## config.mk

```make
export PLATFORM = sky130hd
export DESIGN_NAME = rev_mux_sequencer
export DESIGN_NICKNAME = d
export VERILOG_FILES = /design/src/rtl/rev_pkg.sv /design/src/rtl/rev_mux_sequencer.sv
export SDC_FILE = /design/constraint.sdc
export NUM_CORES = 1
export LEC_CHECK = 0
export BUFFER_PORTS_ARGS = -buffer_cell sky130_fd_sc_hd__buf_2
export CAP_MARGIN = 20
export CORE_ASPECT_RATIO = 1.25
export CORE_MARGIN = 2
export CORE_UTILIZATION = 54
export CTS_BUF_LIST = sky130_fd_sc_hd__clkbuf_4 sky130_fd_sc_hd__clkbuf_8 sky130_fd_sc_hd__clkbuf_16
export CTS_CLUSTER_DIAMETER = 100
export CTS_CLUSTER_SIZE = 25
export DETAILED_ROUTE_END_ITERATION = 10
export GPL_TIMING_DRIVEN = 0
export PLACE_DENSITY = 0.82
export SYNTH_ARGS = -nofsm -noshare
export SYNTH_HDL_FRONTEND = slang
export SYNTH_SLANG_ARGS = --single-unit
```

## constraint.sdc

```tcl
create_clock -name clk -period 4.6 [get_ports clk]
set_clock_uncertainty 0.2 [all_clocks]
set_input_delay 0.92 -clock clk [delete_from_list [all_inputs] [get_ports clk]]
set_output_delay 0.92 -clock clk [all_outputs]
set_load 0.05 [all_outputs]
```

## src/rtl/rev_pkg.sv

```systemverilog
// Shared types and defaults for the reversible-mux operand sequencer.
package rev_pkg;

  localparam int unsigned WIDTH_DEFAULT = 12;

  typedef enum logic [1:0] {
    IDLE   = 2'd0,
    DRIVE  = 2'd1,
    UNCOMP = 2'd2,
    RESP   = 2'd3
  } state_t;

endpackage

```

## src/rtl/rev_mux_sequencer.sv

```systemverilog
// Drives revMUX12 with a zero ancilla, captures x_out, then uncomputes by
// feeding the result back and checking the ancilla returns to zero.
module rev_mux_sequencer
  import rev_pkg::*;
#(
  parameter int unsigned WIDTH  = WIDTH_DEFAULT,
  parameter int unsigned SETTLE = 1
) (
  input  logic             clk,
  input  logic             rst,
  input  logic             in_valid,
  output logic             in_ready,
  input  logic [WIDTH-1:0] in_a,
  input  logic [WIDTH-1:0] in_b,
  input  logic             in_sel,
  output logic [WIDTH-1:0] mux_a,
  output logic [WIDTH-1:0] mux_b,
  output logic             mux_s,
  output logic [WIDTH-1:0] mux_x,
  input  logic [WIDTH-1:0] ret_a,
  input  logic [WIDTH-1:0] ret_b,
  input  logic             ret_s,
  input  logic [WIDTH-1:0] ret_x,
  output logic             out_valid,
  input  logic             out_ready,
  output logic [WIDTH-1:0] out_data,
  output logic             out_err
);

  localparam int unsigned CNT_W = 4;
  localparam logic [CNT_W-1:0] SETTLE_C = CNT_W'(SETTLE);

  state_t           state, state_n;
  logic [CNT_W-1:0] cnt, cnt_n;
  logic [WIDTH-1:0] mux_a_n, mux_b_n, mux_x_n;
  logic             mux_s_n;
  logic [WIDTH-1:0] result, result_n;
  logic             err, err_n;
  logic             out_valid_n;
  logic [WIDTH-1:0] out_data_n;
  logic             out_err_n;

  // Ready only in IDLE, and never while reset is asserted.
  assign in_ready = (state == IDLE) & ~rst;

  // State, counter and all registered outputs.
  always_ff @(posedge clk or posedge rst) begin
    if (rst) begin
      state     <= IDLE;
      cnt       <= '0;
      mux_a     <= '0;
      mux_b     <= '0;
      mux_s     <= 1'b0;
      mux_x     <= '0;
      result    <= '0;
      err       <= 1'b0;
      out_valid <= 1'b0;
      out_data  <= '0;
      out_err   <= 1'b0;
    end else begin
      state     <= state_n;
      cnt       <= cnt_n;
      mux_a     <= mux_a_n;
      mux_b     <= mux_b_n;
      mux_s     <= mux_s_n;
      mux_x     <= mux_x_n;
      result    <= result_n;
      err       <= err_n;
      out_valid <= out_valid_n;
      out_data  <= out_data_n;
      out_err   <= out_err_n;
    end
  end

  // Next-state and next-register values; everything holds unless a state acts.
  always_comb begin
    state_n     = state;
    cnt_n       = cnt;
    mux_a_n     = mux_a;
    mux_b_n     = mux_b;
    mux_s_n     = mux_s;
    mux_x_n     = mux_x;
    result_n    = result;
    err_n       = err;
    out_valid_n = out_valid;
    out_data_n  = out_data;
    out_err_n   = out_err;

    case (state)
      IDLE: begin
        if (in_valid && in_ready) begin
          mux_a_n = in_a;
          mux_b_n = in_b;
          mux_s_n = in_sel;
          mux_x_n = '0;
          cnt_n   = '0;
          state_n = DRIVE;
        end
      end
      DRIVE: begin
        if (cnt == SETTLE_C) begin
          // Compute pass: capture result and check operand passthrough.
          result_n = ret_x;
          err_n    = (ret_a != mux_a) | (ret_b != mux_b) | (ret_s != mux_s);
          mux_x_n  = ret_x;
          cnt_n    = '0;
          state_n  = UNCOMP;
        end else begin
          cnt_n = cnt + CNT_W'(1);
        end
      end
      UNCOMP: begin
        if (cnt == SETTLE_C) begin
          // Uncompute pass: ancilla must be back at zero.
          out_data_n  = result;
          out_err_n   = err | (ret_x != '0);
          out_valid_n = 1'b1;
          mux_a_n     = '0;
          mux_b_n     = '0;
          mux_s_n     = 1'b0;
          mux_x_n     = '0;
          cnt_n       = '0;
          state_n     = RESP;
        end else begin
          cnt_n = cnt + CNT_W'(1);
        end
      end
      RESP: begin
        if (out_ready) begin
          out_valid_n = 1'b0;
          state_n     = IDLE;
        end
      end
      default: state_n = IDLE;
    endcase
  end

endmodule

```

==> results.md, run 1 <==
- CP Cell Sequence: inv_1 > ha_1 > inv_1 > nor2_1 > buf_2
- Hold Buf Count CTS: 0
- Period utilisation layout: between 60% and 70%
- RR Startpoint: state[0]$_DFFE_PP0P_
- Total CTS buffers: 9
- DP Worst Slack: around 2.1 ns
- Flip-flop and latch area: roughly 1800 um2
- Hold Vio Cnt, Final: 0
- Maximum vdd ir drop: about 0.55 mV
- DIE WIDTH: 75.5 um
- HP Class: reg -> reg
- Area Growth Syn to Fin: 28.0%
- Antenna diode count: 0
- Fin cells: roughly 530
- Slowest CP cell: dfrtp_1
- Ys Warns: 0
- Post-CTS Resized: 0
- DR vias/cell: a little over 5
- Die area: 7050 um2
- GRT Overall Usage: 23.8%
- DRC errors left: 0
- Input/output buffers: 117
- H-tree depth: 3
- Hold Crit Start: out_data[0]$_DFFE_PP0P_
- Grt ovf: 0
- Post-synth EDFFs: 0
- Setup bufs post-CTS: 0
- Sw frac: between 40% and 50%
- Clock share of power: 17.1%
- Leakage: approximately 2.1 nW
- RSZ-0062 raised after global routing: no
- Post-synthesis xor/xnor area fraction: 6.35%
- Setup WS post-layout: 1.78 ns
- I/O pin count: 118
- Synth Area in Simple Gates: 15.4%
- DR pass1 iterations: 4
- Synth area leader: dfrtp_1
- Status: completed
- First DRT Iteration DRCs: 131
- Tmin final: approximately 2.8 ns
- Core Region: 6170 um2
- Worst setup SP type: flop
- Die height: 93.4 um
- Mapped Avg Cell Area: 11.1 um2
- Post-synthesis adder-cell area fraction: 2.54%
- Yosys top cell area share: roughly 51%
- Highest clock rate: 355 MHz
- Async set-reset flop share out of synthesis: 100%
- Mux cell area share after synthesis: 12.2%
- Placed cells: 512
- Largest cells by area after synthesis: dfrtp_1, mux2_2, xnor2_1, nand2b_1, nand2_1
- Critical path peak fanout: 4
- Pwr dens: 876 nW/um2
- Placer Congestion: 0.809
- Main flop type after synthesis: dfrtp_1
- Vias in the first global route: approximately 2,700
- Largest family of logic cells by synthesized area: simple AND/OR/NAND/NOR gates
- TritonCTS clock tree: yes
- Arr. time, crit path: 1.70 ns
- Seq cells post-synth: 70
- Hpwl dp: 5820 um
- Final setup viols: 0
- Most frequent CP cell: inv_1
- Sequential Power Share: 28.4%
- Synth Area in Compound Gates: 7.54%
- Worst-path clk slew: 0.07 ns
- Crit. Startpoint: state[0]$_DFFE_PP0P_
- Number of fillers in the final layout: ~460
- Max clock buf depth: 2
- Cells after synthesis: 310
- Initial antenna violation count: 0
- Switching power: 1.81 mW
- Sequential area share after synthesis: 50.8%
- WS Path Type: reg -> out
- Initial Utilization: 56.0%
- First-pass GRT wire length: 12,400 um
- Maxcap violations: 0
- WL per Instance: 15.1 um
- Setup crit end kind: primary output
- Area of the multi-input gates: 1520 um2
- Max Slew Vio Count: 0
- Skew-Pair Late Insertion Delay: 0.35 ns
- Comb pwr share: 54.5%
- Clock sink count: 70
- Setup_tns: 0 ns
- FP Rows: 32
- Total wire length: roughly 8000 um
- CP peak stage delay: approximately 0.43 ns
- Largest net degree at the start of global routing: 71
- Post-route ant nets: 0
- Req. time, crit path: 3.48 ns
- Share of layout cells above drive strength 1: 41.8%
- CTS root buffer: clkbuf_8
- Cell Area, Synth: 3450 um2
- Syn_nets: around 380
- Worst rel slew slack: 43.6%
- Nets: 511
- Unique masters post-synth: 38
- Vias: 2,737
- Worst slew pin tran: between 0.8 and 0.9 ns
- Internal cell power: 2.06 mW
per-stage QoR:
stage / util, % / instance area (um2) / hold slack (ns) / total power, mW
2_1_floorplan: - / 3450 / 0.275 / 2.73
3_3_place_gp: 67.2 / 4140 / 0.282 / 3.14
3_5_place_dp: 67.2 / 4150 / 0.290 / 3.21
4_1_cts: 71.6 / 4420 / 0.306 / 3.89
5_1_grt: 71.6 / 4420 / 0.321 / 4.08
6_report: 71.6 / 4420 / 0.304 / 3.87
power groups by stage:
stage	logic [mW]	registers, mW	clock network, mW
after floorplan	0.988	1.74	0
final	2.11	1.10	0.663
after CTS	2.12	1.10	0.668
after global routing	2.25	1.13	0.693
after detailed placement	2.11	1.10	0
after global placement	2.05	1.09	0
path summary, 6_finish.rpt:
| path | slack (ns) | cells after the start | end |
|---|---|---|---|
| setup / recovery | 1.78 | 5 | in_ready |
| hold reg to reg | 0.30 | 1 | out_data[0]$_DFFE_PP0P_ |
| max in group asynchronous | 3.09 | 2 | mux_b[5]$_DFFE_PP0P_ |
| hold / removal | 0.30 | 1 | out_data[0]$_DFFE_PP0P_ |
| min in group asynchronous | 0.56 | 2 | cnt[1]$_DFFE_PP0P_ |
| setup reg to reg | 2.47 | 7 | mux_x[10]$_DFFE_PP0P_ |
worst max-delay path: cells and delay by family (launching register included):
kind / cells / cell delay, ns
buffers and inverters: 3 / 0.55
DFF: 1 / 0.43
adders and majority gates: 1 / 0.25
and+or+nand+nor: 1 / 0.12
kinds of logic (layout without fill, tap and decap cells):
kind of cell / after synthesis / after routing
and+or+nand+nor: 101 / 101
DFF: 70 / 70
muxes: 39 / 39
AOI/OAI and AO/OA: 38 / 38
buffers and inverters: 30 / 163
xor gates and xnor gates: 25 / 25
adders and majority gates: 7 / 7
registers in the layout, indices dropped and copies added, names as in the netlist, 2 cells and up:
register,flops
mux_x,12
mux_b,12
cnt,4
out_data,12
mux_a,12
result,12
state,2
synth_stat cells, types with 2 or more instances:
| cell type | n |
|---|---|
| nor3_1 | 3 |
| inv_1 | 17 |
| nand3_1 | 3 |
| mux2_2 | 25 |
| ha_1 | 7 |
| buf_6 | 8 |
| o21ai_0 | 4 |
| xnor2_1 | 25 |
| dfrtp_1 | 70 |
| nor4_1 | 2 |
| nand4_1 | 5 |
| o21ai_1 | 18 |
| mux2i_1 | 14 |
| clkbuf_1 | 3 |
| nor2_1 | 8 |
| or4_1 | 2 |
| nand2_1 | 43 |
| o21ai_2 | 8 |
| nand2b_1 | 26 |
cell usage in the layout (no fill, tap or decap), types with 2 or more instances in the layout:
cell	n
clkbuf_8	10
dfrtp_1	70
mux2_2	25
xnor2_1	25
nor3_1	3
nor4_1	2
o21ai_1	18
or4_1	2
nand2b_1	26
ha_1	7
nor2_1	8
bufinv_16	4
nand2_1	43
buf_2	118
nand4_1	5
o21ai_0	4
o21ai_2	8
mux2i_1	14
nand3_1	3
buf_6	8
inv_1	16
clkbuf_1	3
final cells by class:
cell class              count  share of cell area (%)
multi-input cells         210                    34.5
inverters                  17                    1.50
well taps                  85                    2.41
clock buffers              10                    3.12
repair buffers            117                    13.3
flip-flops and latches     70                    39.7
plain buffers              13                    2.58
clock inverters             6                    3.00
layer usage:
| layer | vias to the layer above | part of all wire [%] | GRT usage [%] |
|---|---|---|---|
| li1 | 1298 | - | - |
| met1 | 1323 | 41 | 29.9 |
| met2 | 96 | 51 | 38.7 |
| met3 | 20 | 5.0 | 4.20 |
| met4 | 0 | 2.8 | 11.7 |
| met5 | - | 0 | 0 |
(Power assumes the default switching activity.)
==> run 2, diff against run 1 <==
--- a/config.mk
+++ b/config.mk
@@ -9,13 +9,13 @@
 export CAP_MARGIN = 20
 export CORE_ASPECT_RATIO = 1.25
 export CORE_MARGIN = 2
-export CORE_UTILIZATION = 54
+export CORE_UTILIZATION = 50
 export CTS_BUF_LIST = sky130_fd_sc_hd__clkbuf_4 sky130_fd_sc_hd__clkbuf_8 sky130_fd_sc_hd__clkbuf_16
 export CTS_CLUSTER_DIAMETER = 100
 export CTS_CLUSTER_SIZE = 25
 export DETAILED_ROUTE_END_ITERATION = 10
 export GPL_TIMING_DRIVEN = 0
-export PLACE_DENSITY = 0.82
+export PLACE_DENSITY = 0.77
 export SYNTH_ARGS = -nofsm -noshare
 export SYNTH_HDL_FRONTEND = slang
 export SYNTH_SLANG_ARGS = --single-unit
==> constraint.sdc (replaced) <==
create_clock -name clk -period 2.62 [get_ports clk]
set_clock_uncertainty 0.2 [all_clocks]
set_input_delay 0.524 -clock clk [delete_from_list [all_inputs] [get_ports clk]]
set_output_delay 0.524 -clock clk [all_outputs]
set_load 0.05 [all_outputs]
==> results.md, run 2 (same netlist as run 1, synthesis figures left out) <==
- Worst setup SP type: flop (unchanged)
- Skew-Pair Late Insertion Delay: 0.35 ns (about the same)
- I/O pin count: 118 (unchanged)
- First-pass GRT wire length: 13,400 um (was 12,400 um)
- Hold Buf Count CTS: 0 (unchanged)
- Final setup viols: 0 (unchanged)
- Input/output buffers: 117 (unchanged)
- Nets: 511 (unchanged)
- WS Path Type: reg -> out (unchanged)
- Period utilisation layout: 90.7%
- DRC errors left: 0 (unchanged)
- DR pass1 iterations: 4 (unchanged)
- HP Class: in -> async (was reg -> reg)
- Hold Vio Cnt, Final: 0 (unchanged)
- Core Region: 6610 um2 (was 6170 um2)
- Worst-path clk slew: 0.08 ns (was 0.07 ns)
- Hpwl dp: 5880 um (was 5820 um)
- Status: completed (unchanged)
- Share of layout cells above drive strength 1: 41.8% (unchanged)
- Vias: 2,689 (was 2,737)
- Leakage: 2.10 nW (was 2.12 nW)
- Highest clock rate: around 420 MHz
- DIE WIDTH: 78.3 um (was 75.5 um)
- Post-route ant nets: 0 (unchanged)
- DP Worst Slack: 0.485 ns (was 2.09 ns)
- TritonCTS clock tree: yes (unchanged)
- Number of fillers in the final layout: 541 (was 456)
- Max clock buf depth: 2 (unchanged)
- Total wire length: 7920 um (was 7960 um)
- Slowest CP cell: dfrtp_1 (unchanged)
- Max Slew Vio Count: 0 (unchanged)
- Placer Congestion: 0.795 (was 0.809)
- Final core utilization: 66.2% (was 71.6%)
- Vias in the first global route: 2,724 (was 2,671)
- Cell depth of the worst setup path: 5 (unchanged)
- Total CTS buffers: 9 (unchanged)
- Setup bufs post-CTS: 0 (unchanged)
- Most frequent cells in the layout: buf_2, dfrtp_1, nand2_1 (unchanged)
- Placed cell area: 4150 um2 (about the same)
- Die height: 96.9 um (was 93.4 um)
- Req. time, crit path: 1.90 ns (was 3.48 ns)
- Setup crit end kind: primary output (unchanged)
- Area Growth Syn to Fin: 26.6% (was 28.0%)
- GRT Overall Usage: 22.6% (was 23.8%)
- CP Cell Sequence: inv_1 > ha_1 > inv_1 > nor2_1 > buf_2 (unchanged)
- Largest net degree at the start of global routing: 71 (unchanged)
- Fin cells: 530 (was 528)
- Reg2reg setup slack: 0.49 ns (was 2.47 ns)
- FF-to-FF path depth: 6 (was 7)
- Post-route cell area: 4370 um2 (was 4420 um2)
- Setup WS post-layout: 0.244 ns (was 1.78 ns)
- First DRT Iteration DRCs: 179 (was 131)
- FP Rows: 33 (was 32)
- Worst slew pin tran: 0.847 ns (was 0.846 ns)
- Maximum vdd ir drop: 0.734 mV (was 0.552 mV)
- Pwr dens: 1500 nW/um2 (was 876 nW/um2)
- Initial antenna violation count: 0 (unchanged)
- Worst path bufs/invs: 3 (unchanged)
- Critical path peak fanout: 4 (unchanged)
- Grt ovf: 0 (unchanged)
- Placed cells: 514 (was 512)
- H-tree depth: 3 (unchanged)
- RSZ-0062 raised after global routing: no (unchanged)
- Antenna diode count: 0 (unchanged)
- Tmin final: around 2.4 ns
- Die area: 7590 um2 (was 7050 um2)
- Initial Utilization: 52.2% (was 56.0%)
- Most frequent CP cell: inv_1 (unchanged)
- Clock sink count: 70 (unchanged)
- CTS root buffer: clkbuf_8 (unchanged)
- CP delay by family, top: buffers and inverters (unchanged)
- Most common cell after layout, fill and taps aside: buf_2 (unchanged)
- Maxcap violations: 0 (unchanged)
- WL per Instance: 14.9 um (was 15.1 um)
- CP peak stage delay: 0.41 ns (was 0.43 ns)
- Arr. time, crit path: 1.65 ns (was 1.70 ns)
- Post-CTS Resized: 0 (unchanged)
- Worst rel slew slack: 43.5% (was 43.6%)
- DR vias/cell: 5.07 (was 5.18)
==> run 2: cell count changes in the layout (fill, tap and decap cells not counted) <==
| cell | delta |
|---|---|
| clkinv_4 | +3 |
| clkbuf_8 | -1 |
| bufinv_16 | -2 |
==> run 2: final timing paths <==
check | from | end
max | state[0]$_DFFE_PP0P_ | in_ready
min | rst | cnt[0]$_DFFE_PP0P_
max reg2reg | state[0]$_DFFE_PP0P_ | out_data[11]$_DFFE_PP0P_
min reg2reg | out_data[1]$_DFFE_PP0P_ | out_data[1]$_DFFE_PP0P_
max in group asynchronous | rst | mux_x[7]$_DFFE_PP0P_
min in group clk | in_a[4] | mux_a[4]$_DFFE_PP0P_
==> run 2: report_power, final <==
part	total (mW)	switching (mW)	internal [mW]
Clock	0.966	0.428	0.539
Sequential	1.92	0.351	1.57
Combinational	3.67	2.39	1.28
==> run 2: cell type report <==
class                   count  area [um2]  share of cell area [%]
flip-flops and latches     70        1750                    40.1
multi-input cells         210        1520                    34.8
inverters                  17        66.3                    1.52
well taps                  87         109                    2.49
repair buffers            117         586                    13.4
plain buffers              13         114                    2.61
clock inverters             7        98.8                    2.26
clock buffers               9         124                    2.83
==> run 2: per-layer routing <==
layer / track usage (%) / vias up / wire [um]
met5: 0 / - / 0
met4: 8.50 / 0 / 180
met3: 5.13 / 15 / 413
met2: 36.9 / 73 / 4000
met1: 29.3 / 1306 / 3330
li1: - / 1295 / -
==> run 2: through the flow <==
step	hold WS [ns]	power, mW	TNS [ns]
3_5_place_dp	0.290	5.64	0
5_1_grt	0.206	6.97	0
6_report	0.152	6.56	0
4_1_cts	0.193	6.61	0
2_1_floorplan	0.275	4.79	0
3_3_place_gp	0.285	5.53	-52.70
==> run 3, diff against run 2 <==
==> constraint.sdc (replaced) <==
create_clock -name clk -period 2.62 [get_ports clk]
set_clock_uncertainty 0.2 [all_clocks]
set_input_delay 0.524 -clock clk [delete_from_list [all_inputs] [get_ports clk]]
set_output_delay 0.524 -clock clk [all_outputs]
set_load 0.1 [all_outputs]
==> results.md, run 3 (same netlist as run 1, synthesis figures left out) <==
- Initial Utilization: 52.2% (unchanged)
- Vias: 2,657 (was 2,689)
- Setup WS post-layout: 0.155 ns (was 0.244 ns)
- Initial antenna violation count: 0 (unchanged)
- Max Slew Vio Count: 0 (unchanged)
- Hold Vio Cnt, Final: 0 (unchanged)
- Share of layout cells above drive strength 1: 42.0% (was 41.8%)
- Vias in the first global route: 2,589 (was 2,724)
- Placed cell area: 4150 um2 (about the same)
- WL per Instance: 14.5 um (was 14.9 um)
- Area Growth Syn to Fin: 26.8% (was 26.6%)
- First DRT Iteration DRCs: 153 (was 179)
- Max clock buf depth: 2 (unchanged)
- Nets: 511 (unchanged)
- GRT Overall Usage: 21.3% (was 22.6%)
- Setup bufs post-CTS: 0 (unchanged)
- DP Worst Slack: 0.437 ns (was 0.485 ns)
- Post-route ant nets: 0 (unchanged)
- Input/output buffers: 117 (unchanged)
- FP Rows: 33 (unchanged)
- Most common cell after layout, fill and taps aside: buf_2 (unchanged)
- Core Region: 6610 um2 (unchanged)
- Worst setup SP type: flop (unchanged)
- Worst rel slew slack: 44.2% (was 43.5%)
- Worst-path clk slew: 0.07 ns (was 0.08 ns)
- Status: completed (unchanged)
- DR vias/cell: 5.01 (was 5.07)
- Req. time, crit path: 1.90 ns (about the same)
- Clock sink count: 70 (unchanged)
- Grt ovf: 0 (unchanged)
- DRC errors left: 0 (unchanged)
- Placer Congestion: 0.762 (was 0.795)
- DR pass1 iterations: 4 (unchanged)
- Total CTS buffers: 9 (unchanged)
- Skew-Pair Late Insertion Delay: 0.35 ns (about the same)
- Antenna diode count: 0 (unchanged)
- H-tree depth: 3 (unchanged)
- Most frequent cells in the layout: buf_2, dfrtp_1, nand2_1 (unchanged)
- Die height: 96.9 um (unchanged)
- DIE WIDTH: 78.3 um (unchanged)
- WS Path Type: reg -> out (unchanged)
- Tmin final: 2.47 ns (was 2.38 ns)
- Hold Buf Count CTS: 0 (unchanged)
- Final setup viols: 0 (unchanged)
- Post-route cell area: 4380 um2 (was 4370 um2)
- Die area: 7590 um2 (unchanged)
- Total wire length: 7680 um (was 7920 um)
- Maxcap violations: 0 (unchanged)
- Worst slew pin tran: 0.836 ns (was 0.847 ns)
- First-pass GRT wire length: 12,600 um (was 13,400 um)
- Hpwl dp: 5860 um (was 5880 um)
- Period utilisation layout: 94.1% (was 90.7%)
- Critical path peak fanout: 4 (unchanged)
- CTS root buffer: clkbuf_8 (unchanged)
- Setup crit end kind: primary output (unchanged)
- Largest net degree at the start of global routing: 71 (unchanged)
- I/O pin count: 118 (unchanged)
- Highest clock rate: 406 MHz (was 421 MHz)
- RSZ-0062 raised after global routing: no (unchanged)
- Arr. time, crit path: 1.74 ns (was 1.65 ns)
- TritonCTS clock tree: yes (unchanged)
- HP Class: in -> async (unchanged)
[run 3: final timing paths]
check | startpoint | endpoint | slack [ns] | depth (start not counted)
max in group asynchronous | rst | mux_s$_DFFE_PP0P_ | 1.50 | 2
hold / removal | rst | result[4]$_DFFE_PP0P_ | 0.17 | 2
setup reg to reg | state[0]$_DFFE_PP0P_ | out_data[11]$_DFFE_PP0P_ | 0.50 | 6
hold reg to reg | out_data[1]$_DFFE_PP0P_ | out_data[1]$_DFFE_PP0P_ | 0.31 | 1
setup / recovery | state[0]$_DFFE_PP0P_ | in_ready | 0.15 | 5
min in group clk | in_a[4] | mux_a[4]$_DFFE_PP0P_ | 0.21 | 3
[run 3: through the flow]
| stage | util, % | TNS, ns | hold WS (ns) | instances |
|---|---|---|---|---|
| after CTS | 66.2 | 0 | 0.205 | 530 |
| after floorplan | - | 0 | 0.275 | 310 |
| after global routing | 66.2 | 0 | 0.209 | 530 |
| final | 66.2 | 0 | 0.175 | 530 |
| after global placement | 62.8 | -52.69 | 0.283 | 514 |
| after detailed placement | 62.8 | 0 | 0.290 | 514 |
[run 3: metal layers]
layer	share of wire (%)	wire, um	up-vias	GRT usage, %
li1	-	-	1296	-
met5	0	0	-	0
met3	5.0	384	14	4.38
met2	49	3800	73	34.1
met1	44	3340	1274	28.5
met4	2.0	155	0	8.37
[run 3: layout make-up]
cell class                      count  area (um2)
Fill cell                         531        2230
Sequential cell                    70        1750
Multi-Input combinational cell    210        1520
Timing Repair Buffer              117         588
Clock buffer                       10         138
Buffer                             13         114
Tap cell                           87         109
Clock inverter                      6        85.1
Inverter                           17        66.3
[run 3: worst max-delay path, stage by stage, from the launching register on]
cell and delay (ns):
dfrtp_1 0.41, inv_1 0.15, ha_1 0.24, inv_1 0.15, nor2_2 0.12, clkbuf_4 0.33
[run 3: what timing repair did]
| item | in CTS | in global routing |
|---|---|---|
| setup endpoints to repair | 0 | 1 |
| resized for setup | 0 | 1 |
| endpoints found under the hold margin | 0 | 0 |
Power of run 3 is not shown: default switching activity piles up to over one toggle a cycle in this logic, so the estimate is an artifact.
